### src/rtl/alu_sched.sv
// Round-robin scheduler sharing one combinational ALU between two requesters, with multicycle holds for MUL/DIV.
// Optional feature: define ALU_SCHED_DIV0_FLAG_EN to add res_err and a fast divide-by-zero/reserved-op path.
module alu_sched #(
    parameter int MUL_CYCLES = 2,
    parameter int DIV_CYCLES = 4
) (
    input  logic        clk,
    input  logic        rst_n,
    input  logic        req0_valid,
    output logic        req0_ready,
    input  logic [2:0]  req0_op,
    input  logic [31:0] req0_a,
    input  logic [31:0] req0_b,
    input  logic        req1_valid,
    output logic        req1_ready,
    input  logic [2:0]  req1_op,
    input  logic [31:0] req1_a,
    input  logic [31:0] req1_b,
    output logic [31:0] alu_in1,
    output logic [31:0] alu_in2,
    output logic [7:0]  alu_ctrl,
    input  logic [31:0] alu_result,
    output logic        res_valid,
    input  logic        res_ready,
    output logic [31:0] res_data,
    output logic        res_src
`ifdef ALU_SCHED_DIV0_FLAG_EN
    ,
    output logic        res_err
`endif
);

    typedef enum logic [1:0] {IDLE, EXEC, DONE} state_t;

    localparam logic [2:0] OP_MUL = 3'd2;
    localparam logic [2:0] OP_DIV = 3'd3;
    localparam logic [2:0] OP_RSV = 3'd7;

`ifdef ALU_SCHED_DIV0_FLAG_EN
    localparam logic DIV0_SKIP = 1'b1;
`else
    localparam logic DIV0_SKIP = 1'b0;
`endif

    state_t      state_q, state_d;
    logic        last_grant;
    logic [3:0]  cnt;
    logic        div0_q;

    logic        grant;
    logic [2:0]  sel_op;
    logic [31:0] sel_a;
    logic [31:0] sel_b;
    logic        sel_div0;
    logic        skip_exec;
    logic        accept;
    logic        capture;
    logic        release_res;

    function automatic logic [3:0] hold_minus_one(input logic [2:0] op);
        case (op)
            OP_MUL:  return 4'(MUL_CYCLES - 1);
            OP_DIV:  return 4'(DIV_CYCLES - 1);
            default: return 4'd0;
        endcase
    endfunction

    // On a tie the requester that did not win last time gets the ALU.
    assign grant     = (req0_valid && req1_valid) ? !last_grant : req1_valid;
    assign sel_op    = grant ? req1_op : req0_op;
    assign sel_a     = grant ? req1_a  : req0_a;
    assign sel_b     = grant ? req1_b  : req0_b;
    assign sel_div0  = (sel_op == OP_DIV) && (sel_b == 32'd0);
    assign skip_exec = (sel_op == OP_RSV) || (DIV0_SKIP && sel_div0);

    always_ff @(posedge clk or negedge rst_n) begin
        if (!rst_n) begin
            state_q <= IDLE;
        end else begin
            state_q <= state_d;
        end
    end

    always_comb begin
        state_d     = state_q;
        req0_ready  = 1'b0;
        req1_ready  = 1'b0;
        accept      = 1'b0;
        capture     = 1'b0;
        release_res = 1'b0;
        case (state_q)
            IDLE: begin
                if (req0_valid || req1_valid) begin
                    accept     = 1'b1;
                    req0_ready = !grant;
                    req1_ready = grant;
                    state_d    = skip_exec ? DONE : EXEC;
                end
            end
            EXEC: begin
                if (cnt == 4'd0) begin
                    capture = 1'b1;
                    state_d = DONE;
                end
            end
            DONE: begin
                if (res_ready) begin
                    release_res = 1'b1;
                    state_d     = IDLE;
                end
            end
            default: state_d = IDLE;
        endcase
    end

    // ALU inputs are frozen from accept until the result handshake so MUL/DIV can be multicycle paths.
    always_ff @(posedge clk or negedge rst_n) begin
        if (!rst_n) begin
            alu_in1    <= 32'd0;
            alu_in2    <= 32'd0;
            alu_ctrl   <= 8'hFF;
            res_data   <= 32'd0;
            res_valid  <= 1'b0;
            res_src    <= 1'b0;
            last_grant <= 1'b1;
            cnt        <= 4'd0;
            div0_q     <= 1'b0;
        end else begin
            if (accept) begin
                alu_in1    <= sel_a;
                alu_in2    <= sel_b;
                alu_ctrl   <= {5'd0, sel_op};
                res_src    <= grant;
                last_grant <= grant;
                cnt        <= hold_minus_one(sel_op);
                div0_q     <= sel_div0;
                if (skip_exec) begin
                    res_valid <= 1'b1;
                    res_data  <= (sel_op == OP_RSV) ? 32'd0 : 32'hFFFF_FFFF;
                end
            end
            if (state_q == EXEC && cnt != 4'd0) begin
                cnt <= cnt - 4'd1;
            end
            if (capture) begin
                res_valid <= 1'b1;
                res_data  <= div0_q ? 32'hFFFF_FFFF : alu_result;
            end
            if (release_res) begin
                res_valid <= 1'b0;
                alu_ctrl  <= 8'hFF;
            end
        end
    end

`ifdef ALU_SCHED_DIV0_FLAG_EN
    always_ff @(posedge clk or negedge rst_n) begin
        if (!rst_n) begin
            res_err <= 1'b0;
        end else if (accept) begin
            res_err <= (sel_op == OP_RSV) || sel_div0;
        end else if (release_res) begin
            res_err <= 1'b0;
        end
    end
`endif

endmodule

### config.mk
export PLATFORM = sky130hd
export DESIGN_NAME = alu_sched
export DESIGN_NICKNAME = d
export VERILOG_FILES = /design/src/rtl/alu_sched.sv
export SDC_FILE = /design/constraint.sdc
export NUM_CORES = 1
export LEC_CHECK = 0
export CAP_MARGIN = 5
export CORE_MARGIN = 10
export CORE_UTILIZATION = 39
export DETAILED_ROUTE_END_ITERATION = 6
export HOLD_SLACK_MARGIN = 0.08
export PLACE_DENSITY = 0.86
export SLEW_MARGIN = 30
export SYNTH_ARGS = -nofsm -noshare
export SYNTH_HDL_FRONTEND = slang
export SYNTH_SLANG_ARGS = --single-unit
### constraint.sdc
create_clock -name clk -period 2.2 [get_ports clk]
set_input_delay 0.44 -clock clk [delete_from_list [all_inputs] [get_ports clk]]
set_output_delay 0.44 -clock clk [all_outputs]
set_load 0.005 [all_outputs]
==> results of run 1 <==
-- sequential cells by signal, summed over array words and instances (netlist names) --
register,cells
alu_in2,32
res_src,1
last_grant,1
state_q,2
alu_ctrl,4
alu_in1,32
cnt,4
res_data,32
res_valid,1
div0_q,1
-- stage by stage --
step / std cells / setup TNS (ns) / util [%]
finish: 992 / 0 / 66.3
global route: 992 / 0 / 66.3
CTS: 992 / 0 / 66.3
detailed placement: 975 / -0.638 / 64.1
global placement: 975 / -0.136 / 64.1
floorplan: 542 / 0 / -
-- cell type report --
type	count	area, sq um	share of cell area (%)
Clock buffer	10	229	2.71
Clock inverter	6	47.5	0.563
Inverter	5	18.8	0.222
Multi-Input combinational cell	384	2090	24.7
Sequential cell	110	2760	32.7
Tap cell	172	215	2.55
Timing Repair Buffer	305	3080	36.5
-- worst max-delay path: cells and delay by family --
kind / cells / cell delay (ns)
AO/OA/AOI/OAI: 1 / 0.25
buffers and inverters: 2 / 0.77
AND/OR/NAND/NOR: 1 / 0.12
-- power by group through the flow --
stage | Clock (uW) | Sequential, uW | Combinational, uW
after floorplan | 0 | 3640 | 2100
after global placement | 0 | 3580 | 5040
after detailed placement | 0 | 3620 | 5150
after CTS | 1580 | 3590 | 5170
after global routing | 1670 | 3710 | 5560
final | 1540 | 3590 | 5100
-- worst paths after layout --
| kind | endpoint | startpoint | slack [ns] | depth (start not counted) |
|---|---|---|---|---|
| setup / recovery | req1_ready | req1_valid | 0.19 | 4 |
| hold / removal | alu_in1[20]$_DFFE_PN0P_ | alu_in1[20]$_DFFE_PN0P_ | 0.47 | 2 |
| setup reg to reg | res_data[20]$_DFFE_PN0P_ | cnt[0]$_DFFE_PN0P_ | 0.42 | 7 |
| hold reg to reg | alu_in1[20]$_DFFE_PN0P_ | alu_in1[20]$_DFFE_PN0P_ | 0.47 | 2 |
| max in group asynchronous | alu_ctrl[1]$_DFFE_PN1P_ | rst_n | 0.95 | 3 |
| min in group asynchronous | alu_in2[6]$_DFFE_PN0P_ | rst_n | 0.59 | 2 |
-- synth_stat cells, types with 2 or more instances --
library cell / instances / area [sq um]
nand2_1: 133 / 499
dfrtp_1: 105 / 2630
nor2_1: 86 / 323
a31oi_1: 48 / 300
o2bb2ai_1: 32 / 280
a22oi_1: 16 / 120
buf_2: 16 / 80.1
clkbuf_1: 14 / 52.6
nor4_1: 14 / 87.6
buf_4: 9 / 67.6
dfstp_2: 5 / 131
inv_1: 5 / 18.8
mux2i_1: 4 / 40.0
nand4_1: 4 / 25.0
a2bb2oi_1: 3 / 26.3
buf_6: 3 / 33.8
nor3b_1: 3 / 22.5
a21o_1: 2 / 15.0
a21oi_1: 2 / 10.0
ha_1: 2 / 25.0
nand2b_1: 2 / 12.5
nand3_1: 2 / 10.0
nand3b_1: 2 / 15.0
nor3_1: 2 / 10.0
o21ai_0: 2 / 10.0
o22ai_1: 2 / 12.5
o31ai_1: 2 / 15.0
or2_1: 2 / 12.5
or3_1: 2 / 12.5
-- what timing repair did --
action,in CTS,in global routing
endpoints found under the setup margin,2,0
hold buffers,1,0
resized for setup,3,0
setup buffers,0,0
hold endpoints to repair,28,0
-- metal layers --
metal	routed length (microns)	share of wire [%]
met2	9070	48
met3	1700	9.1
met4	441	2.3
met1	7580	40
met5	0	0
-- cell families after synthesis --
kind of cell	share of synthesized area, %
and+or+nand+nor	21.8
AOI/OAI and AO/OA	17.7
DFF	54.2
buffers and inverters	5.04
muxes	0.786
adders and majority gates	0.491
==> results_dict.tcl, run 1 <==
set metrics [dict create \
    io_pins 279 \
    num_antenna_cells 0 \
    slew_headroom_pct 50.4 \
    path_clk_slew_ns 0.07 \
    dr.pass1.iters 4 \
    outcome "finished clean" \
    placed_cell_area_sq_mm 0.00815 \
    syn_nets 715 \
    p_seq_share_pct 35.1 \
    grtUsageMet3_pct 6.91 \
    ir_worst_vdd_mv 0.559 \
    p_sw_share_pct 33.9 \
    tightest_slew_ns 0.738 \
    yosysUniqueCellTypes 47 \
    cts_max_level 3 \
    top_usage_layer "met2" \
    die_y_microns 134 \
    synth_ff_type "dfrtp_1" \
    clock-sinks 110 \
    avgSynthCellArea_sq_um 9.40 \
    finalSetupViolations 0 \
    cts.root.buffer_cell "clkbuf_16" \
    power.internal_uw 6760 \
    start_kind "input pin" \
    dp_slack_ns -0.0973 \
    rows 41 \
    arrival_ns 1.57 \
    dieArea_sq_mm 0.0180 \
    clockPowerShare_pct 15.0 \
    numCtsBuffers 9 \
    via_count 5149 \
    seq_area_frac_synth_pct 54.2 \
    rsz0062_at_grt "false" \
    clockBufferDepth 2 \
    synthArstFlopShare_pct 100 \
    drc 0 \
    cpMaxStageDelayCell "clkdlybuf4s50_1" \
    track_usage_pct 20.3 \
    grt_overflow 0 \
    grt_max_degree 50 \
    slowest_delay_ns 0.50 \
    drtIter0Drc 285 \
    synth_edf_count 0 \
    power.leakage_uw 0.00353 \
    antenna_found_initial 0 \
    grt_pass1_vias 5288 \
    netlist_area_sq_mm 0.00509 \
    worst_ep_required_time_ns 1.76 \
    io_buffers 278 \
    clkLatencyLatePin_ns 0.35 \
    grt_use_met2_pct 33.5 \
    ys.warnings.count 0 \
    fin_hold_ws_ns 0.467 \
    critical_path_class "input pin to output port" \
    p_per_area_mw_per_mm2 1210 \
    core_sq_mm 0.0127 \
    path_cells "clkdlybuf4s50_1 > a21bo_2 > nor2_2 > dlygate4sd2_1" \
    power.total_uw 10200 \
    min_path_type "register to register" \
    ant_nets 0 \
    finClkSkew_ns 0.00757 \
    gp_congestion 0.858 \
    worst_setup_path_end_kind "output port" \
    dp_hpwl_mm 14.8 \
    power_frac_comb_pct 49.9 \
    initial_utilization_pct 40.0 \
    switchingPower_uw 3470 \
    fmax_mhz 497 \
    final_common_cell "clkdlybuf4s50_1" \
    finalHoldViolations 0 \
    synthCells 542 \
    grt_pass1_wl_mm 29.0 \
    drv_cap 0 \
    nets 988 \
    finalCritPeriodShare_pct 91.4 \
    path_max_fanout 3 \
    cts_tree "done" \
    routed_wl_mm 18.8 \
    die_w_microns 134 \
    period_minus_slack_ns 2.01 \
    layout_common_cells "275 x clkdlybuf4s50_1, 133 x nand2_1, 105 x dfrtp_1" \
    finalInstanceArea_sq_mm 0.00844 \
    synth_seq_cells 110 \
    drv_slew 0 \
    drt-vias-per-instance 5.19 \
    avgRoutedWirePerCell_microns 18.9 \
    num-fill-cells 1035 \
    area_growth_pct 65.7 \
    setup_slack_ns 0.189 \
    drive_gt1_share_pct 7.20 \
    met1_usage_pct 23.8 \
]
(Power assumes the default switching activity.)
==> inputs of run 2 (changes only) <==
--- a/config.mk
+++ b/config.mk
@@ -6,7 +6,7 @@
 export NUM_CORES = 1
 export LEC_CHECK = 0
 export CAP_MARGIN = 5
-export CORE_MARGIN = 10
+export CORE_MARGIN = 1.5
 export CORE_UTILIZATION = 39
 export DETAILED_ROUTE_END_ITERATION = 6
 export HOLD_SLACK_MARGIN = 0.08
==> run 2 against run 1 <==
Fmax decreased by 0.53%. Sequential share of layout area increased by 0.25 points. Critical path depth increased by 1.
==> results_dict.tcl, run 2 (same netlist as run 1, synthesis figures left out) <==
set metrics [dict create \
    outcome "finished clean" \
    slew_headroom_pct 57.0 \
    nets 980 \
    grt_max_degree 53 \
    numCtsBuffers 9 \
    path_clk_slew_ns 0.07 \
    final_common_cell "clkdlybuf4s50_1" \
    avgRoutedWirePerCell_microns 16.6 \
    clkLatencyLatePin_ns 0.36 \
    routed_wl_mm 16.3 \
    fmax_mhz 495 \
    grt_pass1_wl_mm 25.4 \
    min_path_type "register to register" \
    tightest_slew_ns 0.639 \
    finalSetupViolations 0 \
    slowest_delay_ns 0.43 \
    clock-sinks 110 \
    period_minus_slack_ns 2.02 \
    drive_gt1_share_pct 6.40 \
    worst_ep_required_time_ns 1.76 \
    finClkSkew_ns 0.0108 \
    grt_overflow 0 \
    dr.pass1.iters 5 \
    fin_util_pct 66.1 \
    dieArea_sq_mm 0.0138 \
    via_count 4995 \
    power.leakage_uw 0.00349 \
    cts.root.buffer_cell "clkbuf_16" \
    clockBufferDepth 2 \
    ir_worst_vdd_mv 0.669 \
    critical_path_class "input pin to output port" \
    area_growth_pct 64.5 \
    worst_setup_path_end_kind "output port" \
    gp_congestion 0.868 \
    path_max_fanout 3 \
    initial_utilization_pct 40.2 \
    num_antenna_cells 0 \
    drt-vias-per-instance 5.08 \
    arrival_ns 1.58 \
    finalCritPeriodShare_pct 91.9 \
    num-fill-cells 1037 \
    finalHoldViolations 0 \
    path_cells "clkdlybuf4s50_1 > buf_4 > nor2_1 > nor3_4 > dlygate4sd2_1" \
    io_pins 279 \
    drtIter0Drc 237 \
    grt_pass1_vias 5069 \
    dp_hpwl_mm 12.2 \
    rows 41 \
    cpMaxStageDelayCell "clkdlybuf4s50_1" \
    start_kind "input pin" \
    drv_cap 0 \
    die_y_microns 117 \
    cts_tree "done" \
    rsz0062_at_grt "false" \
    p_per_area_mw_per_mm2 1200 \
    layout_common_cells "275 x clkdlybuf4s50_1, 133 x nand2_1, 105 x dfrtp_1" \
    drc 0 \
    track_usage_pct 24.2 \
    ant_nets 0 \
    die_w_microns 117 \
    fin_hold_ws_ns 0.468 \
    top_regs "alu_in1 (32), alu_in2 (32), res_data (32)" \
    antenna_found_initial 0 \
    core_sq_mm 0.0127 \
    io_buffers 278 \
    drv_slew 0 \
    cts_max_level 3 \
]
## run 2: cell count changes in the layout (fill, tap and decap cells not counted)
cell	change
clkinv_4	-1
buf_12	-1
clkinvlp_4	+1
clkbuf_8	+1
buf_4	-7
clkbuf_1	-1
## run 2: final timing paths
path	from	endpoint	slack, ns	cells past startpoint
max	req1_valid	req0_ready	0.18	5
min	alu_in1[16]$_DFFE_PN0P_	alu_in1[16]$_DFFE_PN0P_	0.47	2
max reg2reg	last_grant$_DFFE_PN1P_	div0_q$_DFFE_PN0P_	0.41	5
min reg2reg	alu_in1[16]$_DFFE_PN0P_	alu_in1[16]$_DFFE_PN0P_	0.47	2
max in group asynchronous	rst_n	last_grant$_DFFE_PN1P_	0.93	3
min in group asynchronous	rst_n	alu_in2[4]$_DFFE_PN0P_	0.62	2
## run 2: area by class of cell
class	count	area (sq um)	area share, %
multi-input cells	384	2090	24.9
clock inverters	6	46.3	0.553
inverters	5	18.8	0.224
repair buffers	297	3010	35.9
flip-flops and latches	110	2760	32.9
well taps	172	215	2.57
clock buffers	10	239	2.85
## run 2: stage by stage
stage	cell area, sq um	power (uW)	TNS, ns	setup WS (ns)	cells
finish	8380	10100	0	0.179	984
global route	8380	10800	0	0.139	984
CTS	8380	10200	0	0.185	984
detailed placement	8080	8580	-0.293	-0.0809	967
global placement	8080	8430	-0.0961	-0.0531	967
floorplan	5090	5730	0	0.513	542
## run 2: critical path, delay by kind of cell
family | cells | cell delay, ns
buf+inv | 3 | 0.84
simple gates | 2 | 0.31
## run 2: report_power, final
part / switching, uW / leakage, uW / internal (uW)
logic: 2040 / 0.00205 / 2860
registers: 569 / 0.00130 / 3030
clock network: 768 / 0.000135 / 806
total: 3370 / 0.00349 / 6700
## run 2: layer usage
layer	vias to the layer above	global-route usage (%)	share of wire, %
li1	2425	-	-
met1	2360	28.3	40
met2	188	41.6	50
met3	22	8.96	8.5
met4	0	7.15	1.8
met5	-	0	0
## run 2: repair_timing
action | in CTS | in global routing
setup buffers | 0 | 0
hold buffers | 1 | 0
resized for setup | 3 | 0
endpoints found under the hold margin | 35 | 0
endpoints found under the setup margin | 2 | 0
